--- src/rtl/btn_event_gen.sv ---
// Per-button event generator: turns debounced levels into press/release/long/held events.
// Optional auto-repeat of BTN_PRESS while held is enabled by defining BTN_AUTO_REPEAT_EN.
module btn_event_gen #(
   parameter int NUM_BTNS     = 4,
   parameter int LONG_COUNT   = 8,
   parameter int REPEAT_COUNT = 4
) (
   input  logic                CLOCK,
   input  logic                CPU_RESET,
   input  logic [NUM_BTNS-1:0] BTN_IN,
   output logic [NUM_BTNS-1:0] BTN_PRESS,
   output logic [NUM_BTNS-1:0] BTN_RELEASE,
   output logic [NUM_BTNS-1:0] BTN_LONG,
   output logic [NUM_BTNS-1:0] BTN_HELD
);

   localparam int MAX_COUNT = (LONG_COUNT > REPEAT_COUNT) ? LONG_COUNT : REPEAT_COUNT;
   localparam int CNT_W     = $clog2(MAX_COUNT + 1);
   localparam logic [CNT_W-1:0] LONG_LOAD = CNT_W'(LONG_COUNT - 1);
`ifdef BTN_AUTO_REPEAT_EN
   localparam logic [CNT_W-1:0] REPEAT_LOAD = CNT_W'(REPEAT_COUNT - 1);
`endif

   typedef enum logic [1:0] {ARM, IDLE, PRESSED, HELD} state_t;

   state_t           state_q [NUM_BTNS];
   state_t           state_d [NUM_BTNS];
   logic [CNT_W-1:0] cnt_q   [NUM_BTNS];
   logic [CNT_W-1:0] cnt_d   [NUM_BTNS];
   logic [NUM_BTNS-1:0] press_d, release_d, long_d, held_d;

   always_ff @(posedge CLOCK) begin
      if (CPU_RESET) begin
         for (int i = 0; i < NUM_BTNS; i++) begin
            state_q[i] <= ARM;
            cnt_q[i]   <= '0;
         end
         BTN_PRESS   <= '0;
         BTN_RELEASE <= '0;
         BTN_LONG    <= '0;
         BTN_HELD    <= '0;
      end else begin
         for (int i = 0; i < NUM_BTNS; i++) begin
            state_q[i] <= state_d[i];
            cnt_q[i]   <= cnt_d[i];
         end
         BTN_PRESS   <= press_d;
         BTN_RELEASE <= release_d;
         BTN_LONG    <= long_d;
         BTN_HELD    <= held_d;
      end
   end

   // Release is checked first in PRESSED/HELD so it wins over a threshold on the same edge.
   always_comb begin
      press_d   = '0;
      release_d = '0;
      long_d    = '0;
      held_d    = BTN_HELD;
      for (int i = 0; i < NUM_BTNS; i++) begin
         state_d[i] = state_q[i];
         cnt_d[i]   = cnt_q[i];
         case (state_q[i])
            ARM: begin
               if (!BTN_IN[i]) state_d[i] = IDLE;
            end
            IDLE: begin
               if (BTN_IN[i]) begin
                  state_d[i] = PRESSED;
                  press_d[i] = 1'b1;
                  held_d[i]  = 1'b1;
                  cnt_d[i]   = LONG_LOAD;
               end
            end
            PRESSED: begin
               if (!BTN_IN[i]) begin
                  state_d[i]   = IDLE;
                  release_d[i] = 1'b1;
                  held_d[i]    = 1'b0;
                  cnt_d[i]     = '0;
               end else if (cnt_q[i] == '0) begin
                  state_d[i] = HELD;
                  long_d[i]  = 1'b1;
`ifdef BTN_AUTO_REPEAT_EN
                  cnt_d[i]   = REPEAT_LOAD;
`else
                  cnt_d[i]   = '0;
`endif
               end else begin
                  cnt_d[i] = cnt_q[i] - 1'b1;
               end
            end
            HELD: begin
               if (!BTN_IN[i]) begin
                  state_d[i]   = IDLE;
                  release_d[i] = 1'b1;
                  held_d[i]    = 1'b0;
                  cnt_d[i]     = '0;
               end
`ifdef BTN_AUTO_REPEAT_EN
               else if (cnt_q[i] == '0) begin
                  press_d[i] = 1'b1;
                  cnt_d[i]   = REPEAT_LOAD;
               end else begin
                  cnt_d[i] = cnt_q[i] - 1'b1;
               end
`endif
            end
            default: begin
               state_d[i] = ARM;
               cnt_d[i]   = '0;
            end
         endcase
      end
   end

endmodule

--- config.mk ---
export PLATFORM = sky130hd
export DESIGN_NAME = btn_event_gen
export DESIGN_NICKNAME = d
export VERILOG_FILES = /design/src/rtl/btn_event_gen.sv
export SDC_FILE = /design/constraint.sdc
export NUM_CORES = 1
export LEC_CHECK = 0
export ABC_AREA = 1
export BUFFER_PORTS_ARGS = -buffer_cell sky130_fd_sc_hd__buf_2
export CAP_MARGIN = 30
export CORE_MARGIN = 1.5
export CORE_UTILIZATION = 58
export DETAILED_ROUTE_END_ITERATION = 10
export PLACE_DENSITY = 0.78
export SLEW_MARGIN = 15
export SYNTH_ARGS = -nofsm -noshare
export SYNTH_HDL_FRONTEND = slang
export SYNTH_SLANG_ARGS = --single-unit
--- constraint.sdc ---
create_clock -name CLOCK -period 1.78 [get_ports CLOCK]
set_clock_uncertainty 0.05 [all_clocks]
set_input_delay 0.178 -clock CLOCK [delete_from_list [all_inputs] [get_ports CLOCK]]
set_output_delay 0.178 -clock CLOCK [all_outputs]
set_load 0.01 [all_outputs]
==> results of run 1 <==
flip-flops by register name, summed over array words and instances (netlist names):
register     flops
cnt_q           16
state_q          8
BTN_HELD         4
BTN_LONG         4
BTN_PRESS        4
BTN_RELEASE      4
kinds of logic after synthesis:
kind of cell    Yosys count  share of synthesized area (%)
simple gates            164                           32.9
buf+inv                  51                           9.11
flops                    40                           35.8
compound gates           31                           7.26
fa+ha+maj                24                           13.4
xor+xnor                  4                           1.56
worst max-delay path, cell delays in order, from the launching register on:
cell,delay (ns)
dfxtp_1,0.38
inv_1,0.08
ha_1,0.34
nor2_1,0.34
inv_1,0.08
nand3_1,0.09
nand2_1,0.05
nand2_1,0.05
nor2_1,0.04
through the flow:
step	std cells	cell area, um2	total power (W)
floorplan	314	2240	0.00317
global placement	379	2380	0.00353
detailed placement	379	2380	0.00359
CTS	387	2480	0.00425
global route	387	2480	0.00462
finish	387	2480	0.00420
power by group:
part	switching (W)	internal (W)	leakage, nW
Combinational	0.00131	0.000831	0.880
Sequential	0.000230	0.00121	0.329
Clock	0.000313	0.000309	0.0510
Total	0.00185	0.00235	1.26
layout make-up:
class	count	area, um2	area share [%]
Tap cell	48	60.1	2.42
Multi-Input combinational cell	223	1230	49.8
Clock inverter	2	10.0	0.404
Timing Repair Buffer	23	120	4.85
Clock buffer	6	82.6	3.33
Inverter	45	169	6.82
Sequential cell	40	801	32.3
layer usage:
metal / share of wire, % / track usage (%)
met1: 48 / 25.1
met2: 47 / 36.6
met3: 3.0 / 4.79
met4: 1.7 / 7.29
met5: 0 / 0
cell usage in the layout (no fill, tap or decap):
master	synthesis	final
xnor2_1	3	3
nand2_4	2	2
inv_1	40	40
nor2_8	1	1
nand3_1	17	17
nor2_4	3	3
nor3_1	15	15
buf_2	4	21
ha_1	24	24
nand2_2	8	8
dfxtp_1	40	40
o21ai_1	4	4
o21ai_2	2	2
buf_4	0	2
nor2_2	2	2
clkinv_2	0	2
inv_2	5	5
xor2_1	1	1
nand2_1	66	66
nor2_1	49	49
o21ai_0	12	12
a21oi_1	13	13
clkbuf_8	0	6
nand4_1	1	1
final timing paths:
kind,from,endpoint,slack [ns],cells after the start
worst max-delay path,state_q[0][0]$_SDFFE_PP0P_,cnt_q[0][3]$_SDFFE_PP0P_,0.19,8
worst min-delay path,BTN_IN[2],BTN_RELEASE[2]$_SDFF_PP0_,0.12,2
worst max register to register,state_q[0][0]$_SDFFE_PP0P_,cnt_q[0][3]$_SDFFE_PP0P_,0.19,8
worst min register to register,BTN_HELD[3]$_SDFFE_PP0P_,BTN_HELD[3]$_SDFFE_PP0P_,0.41,2
==> flow_summary.toml, run 1 <==
[detailed_routing]
post-route-drc-count = 0
wl_per_cell_um = 10.3
dr.pass1.iters = 4
drtIter0Drc = 65
vias_per_cell = 4.93
routed_wirelength_um = 3990
route.vias.total = 1909
ant_nets = 0

[die]
die-area_um2 = 4240
start_util_pct = 60.7
core.rowCount = 22
die_w_um = 65.1
core_area_um2 = 3690
ios = 22
fp.dieH_um = 65.1

[logic_synthesis]
synth.distinct_cells = 23
synthCells = 314
synth_area_um2 = 2240
synthTopCellsByCount = "66 x nand2_1, 49 x nor2_1, 40 x dfxtp_1, 40 x inv_1, 24 x ha_1"
synth-async-reset-ratio_pct = 0
synth_largest_area_cell = "dfxtp_1"
synthFlopType = "dfxtp_1"
ys_seq_elements = 40
yosysWarnings = 0
mappedNetlistNets = 344
seq_area_frac_synth_pct = 35.8
synth.top_cell.area_share_pct = 35.8
synth_edf_count = 0
avgSynthCellArea_um2 = 7.13
synth.most_common_cell = "nand2_1"
synthTopCellsByArea = "dfxtp_1 36%, ha_1 13%, nand2_1 11%, nor2_1 8.2%, inv_1 6.7%"

[clock_tree]
clock-sinks = 40
ctsResizeCount = 0
cts_root_buffer = "clkbuf_8"
cts_made_buffers = 5
clkTransAtPathRegs_ns = 0.08
cts_buffer_depth = 2
ctsHoldBuffers = 0
cts_tree = "done"
cts_setup_buffers = 0
cts_max_level = 2
insertion_delay_ns = 0.29

[global_routing]
grt_antenna_before_repair = 0
grtUsageTotal_pct = 20.9
grt-ovfl-total = 0
grt_pass1_vias = 1731
grt_pass1_wl_um = 7040
grt_max_degree = 20

[layout]
syn_to_final_growth_pct = 10.6
final_core_util_pct = 67.2
fillers = 368
drive_gt1_share_pct = 15.9
nets = 368
diodes = 0

[worst_setup_path]
worstPathRequired_ns = 1.92
criticalPathCategory = "reg -> reg"
critPathArrivalTime_ns = 1.73
crit_fanout = 4
cp-end-kind = "flip-flop"
cp-start-kind = "flip-flop"

[sta]
rsz0062_at_grt = "no"
period_needed_ns = 1.59
worst_pin_slew_ns = 0.384
slew_headroom_pct = 74.3
hold_violations = 0
post-route-period-util_pct = 89.4
fmax_ghz = 0.628
fin_ws_ns = 0.188
hold_ws_ns = 0.116
setup_viol = 0
maxSlewViolCount = 0
setup_tns_ns = 0

[placed_design]
dp_slack_ns = 0.212
io_buffers = 21
dp_hpwl_um = 2940
finalWeightedCongestion = 0.804

[flow_run]
cap_violations = 0

[power]
power.leakage_nw = 1.26
p_per_area_nw_per_um2 = 1700
peakVddDrop_uv = 812

[run_status]
status = "completed"

[hold_path]
hp-class = "in -> reg"
Power figures use the tool's default switching activity.
==> run 2, diff against run 1 <==
--- a/config.mk
+++ b/config.mk
@@ -8,10 +8,12 @@
 export ABC_AREA = 1
 export BUFFER_PORTS_ARGS = -buffer_cell sky130_fd_sc_hd__buf_2
 export CAP_MARGIN = 30
-export CORE_MARGIN = 1.5
-export CORE_UTILIZATION = 58
+export CORE_MARGIN = 5
+export CORE_UTILIZATION = 60
+export CTS_BUF_LIST = sky130_fd_sc_hd__clkbuf_8
 export DETAILED_ROUTE_END_ITERATION = 10
-export PLACE_DENSITY = 0.78
+export GPL_TIMING_DRIVEN = 0
+export PLACE_DENSITY = 0.81
 export SLEW_MARGIN = 15
 export SYNTH_ARGS = -nofsm -noshare
 export SYNTH_HDL_FRONTEND = slang
==> run 2 against run 1 <==
Effect of this change: die area up 19%; combinational power about the same; cell count down 0.26%; worst hold slack worse by 0.089 ns; critical path depth unchanged; sequential power about the same; clock power down 13%; worst setup slack worse by 0.020 ns; clock-buffer cell count down 1.
==> flow_summary.toml, run 2 (same netlist as run 1, synthesis figures left out) <==
[worst_setup_path]
cp-start-kind = "flip-flop"
cp-end-kind = "flip-flop"
critPathArrivalTime_ns = 1.75
crit_fanout = 4
worstPathRequired_ns = 1.92
criticalPathCategory = "reg -> reg"

[clock_tree]
ctsResizeCount = 0
cts_root_buffer = "clkbuf_8"
cts_buffer_depth = 2
ctsHoldBuffers = 0
clock-sinks = 40
cts_setup_buffers = 0
clkTransAtPathRegs_ns = 0.07
cts_max_level = 2
cts_tree = "done"
insertion_delay_ns = 0.29
cts_made_buffers = 5

[detailed_routing]
route.vias.total = 1887
drtIter0Drc = 132
dr.pass1.iters = 4
routed_wirelength_um = 4120
ant_nets = 0
vias_per_cell = 4.89
wl_per_cell_um = 10.7
post-route-drc-count = 0

[die]
fp.dieH_um = 71.1
core_area_um2 = 3630
core.rowCount = 22
start_util_pct = 61.6
ios = 22
die_w_um = 71.1
die-area_um2 = 5050

[global_routing]
grt-ovfl-total = 0
grtUsageTotal_pct = 18.3
grt_pass1_wl_um = 7550
grt_pass1_vias = 1822
grt_antenna_before_repair = 0
grt_max_degree = 11

[placed_design]
finalWeightedCongestion = 0.838
dp_hpwl_um = 3040
io_buffers = 19

[sta]
setup_tns_ns = 0
post-route-period-util_pct = 90.5
rsz0062_at_grt = "no"
hold_ws_ns = 0.0275
worst_pin_slew_ns = 0.392
fmax_ghz = 0.620
hold_violations = 0
maxSlewViolCount = 0
period_needed_ns = 1.61
slew_headroom_pct = 73.8
setup_viol = 0

[layout]
final_common_cell = "nand2_1"
layout.area.seq_um2 = 801
multi_input_area_um2 = 1230
drive_gt1_share_pct = 15.4
regMostFlops = "cnt_q"
largest_register_ffs = 16
fillers = 317
syn_to_final_growth_pct = 10.0
nets = 370
mostFrequentLayoutCells = "66 x nand2_1, 49 x nor2_1, 40 x dfxtp_1, 40 x inv_1, 24 x ha_1"
largest_registers = "cnt_q (16), state_q (8)"
diodes = 0

[run_status]
status = "completed"

[power]
power.leakage_nw = 1.25
p_per_area_nw_per_um2 = 1680
peakVddDrop_uv = 881

[flow_run]
cap_violations = 0

[hold_path]
hp-class = "in -> reg"
==> run 2: metal layers <==
metal | vias to the layer above | track usage (%) | part of all wire, %
met5 | - | 0 | 0
met3 | 6 | 4.83 | 4.2
met1 | 830 | 21.9 | 48
li1 | 1025 | - | -
met4 | 0 | 8.14 | 1.6
met2 | 26 | 30.5 | 46
==> run 2: per-stage QoR <==
stage               power, W  util (%)  setup slack (ns)  area, um2  std cells
detailed placement   0.00361      65.9             0.184       2390        381
CTS                  0.00416      67.8             0.166       2460        386
global route         0.00460      67.8            0.0222       2460        386
floorplan            0.00317         -             0.294       2240        314
finish               0.00414      67.8             0.168       2460        386
global placement     0.00353      65.9             0.207       2390        381
==> run 2: final timing paths <==
check,endpoint,start,slack (ns),cells after the start
worst max-delay path,cnt_q[0][3]$_SDFFE_PP0P_,state_q[0][0]$_SDFFE_PP0P_,0.17,8
worst min-delay path,BTN_RELEASE[2]$_SDFF_PP0_,BTN_IN[2],0.03,2
worst max register to register,cnt_q[0][3]$_SDFFE_PP0P_,state_q[0][0]$_SDFFE_PP0P_,0.17,8
worst min register to register,BTN_HELD[0]$_SDFFE_PP0P_,BTN_HELD[0]$_SDFFE_PP0P_,0.41,2
==> run 2: area by class of cell <==
cell class / instances / share of cell area, %
Sequential cell: 40 / 32.5
Tap cell: 48 / 2.44
Inverter: 45 / 6.86
Buffer: 6 / 1.42
Clock buffer: 5 / 2.79
Multi-Input combinational cell: 223 / 50.1
Timing Repair Buffer: 19 / 3.86
==> run 2: worst max-delay path: stages (launching register included) <==
cell,delay [ns]
dfxtp_1,0.38
inv_1,0.08
ha_1,0.34
nor2_1,0.35
inv_1,0.08
nand3_1,0.10
nand2_1,0.06
nand2_1,0.05
nor2_1,0.03
==> run 2: report_power, final <==
group	internal (W)	switching, W	total [W]	leakage [nW]
logic	0.000831	0.00132	0.00215	0.885
registers	0.00121	0.000237	0.00145	0.329
clock network	0.000253	0.000288	0.000541	0.0359
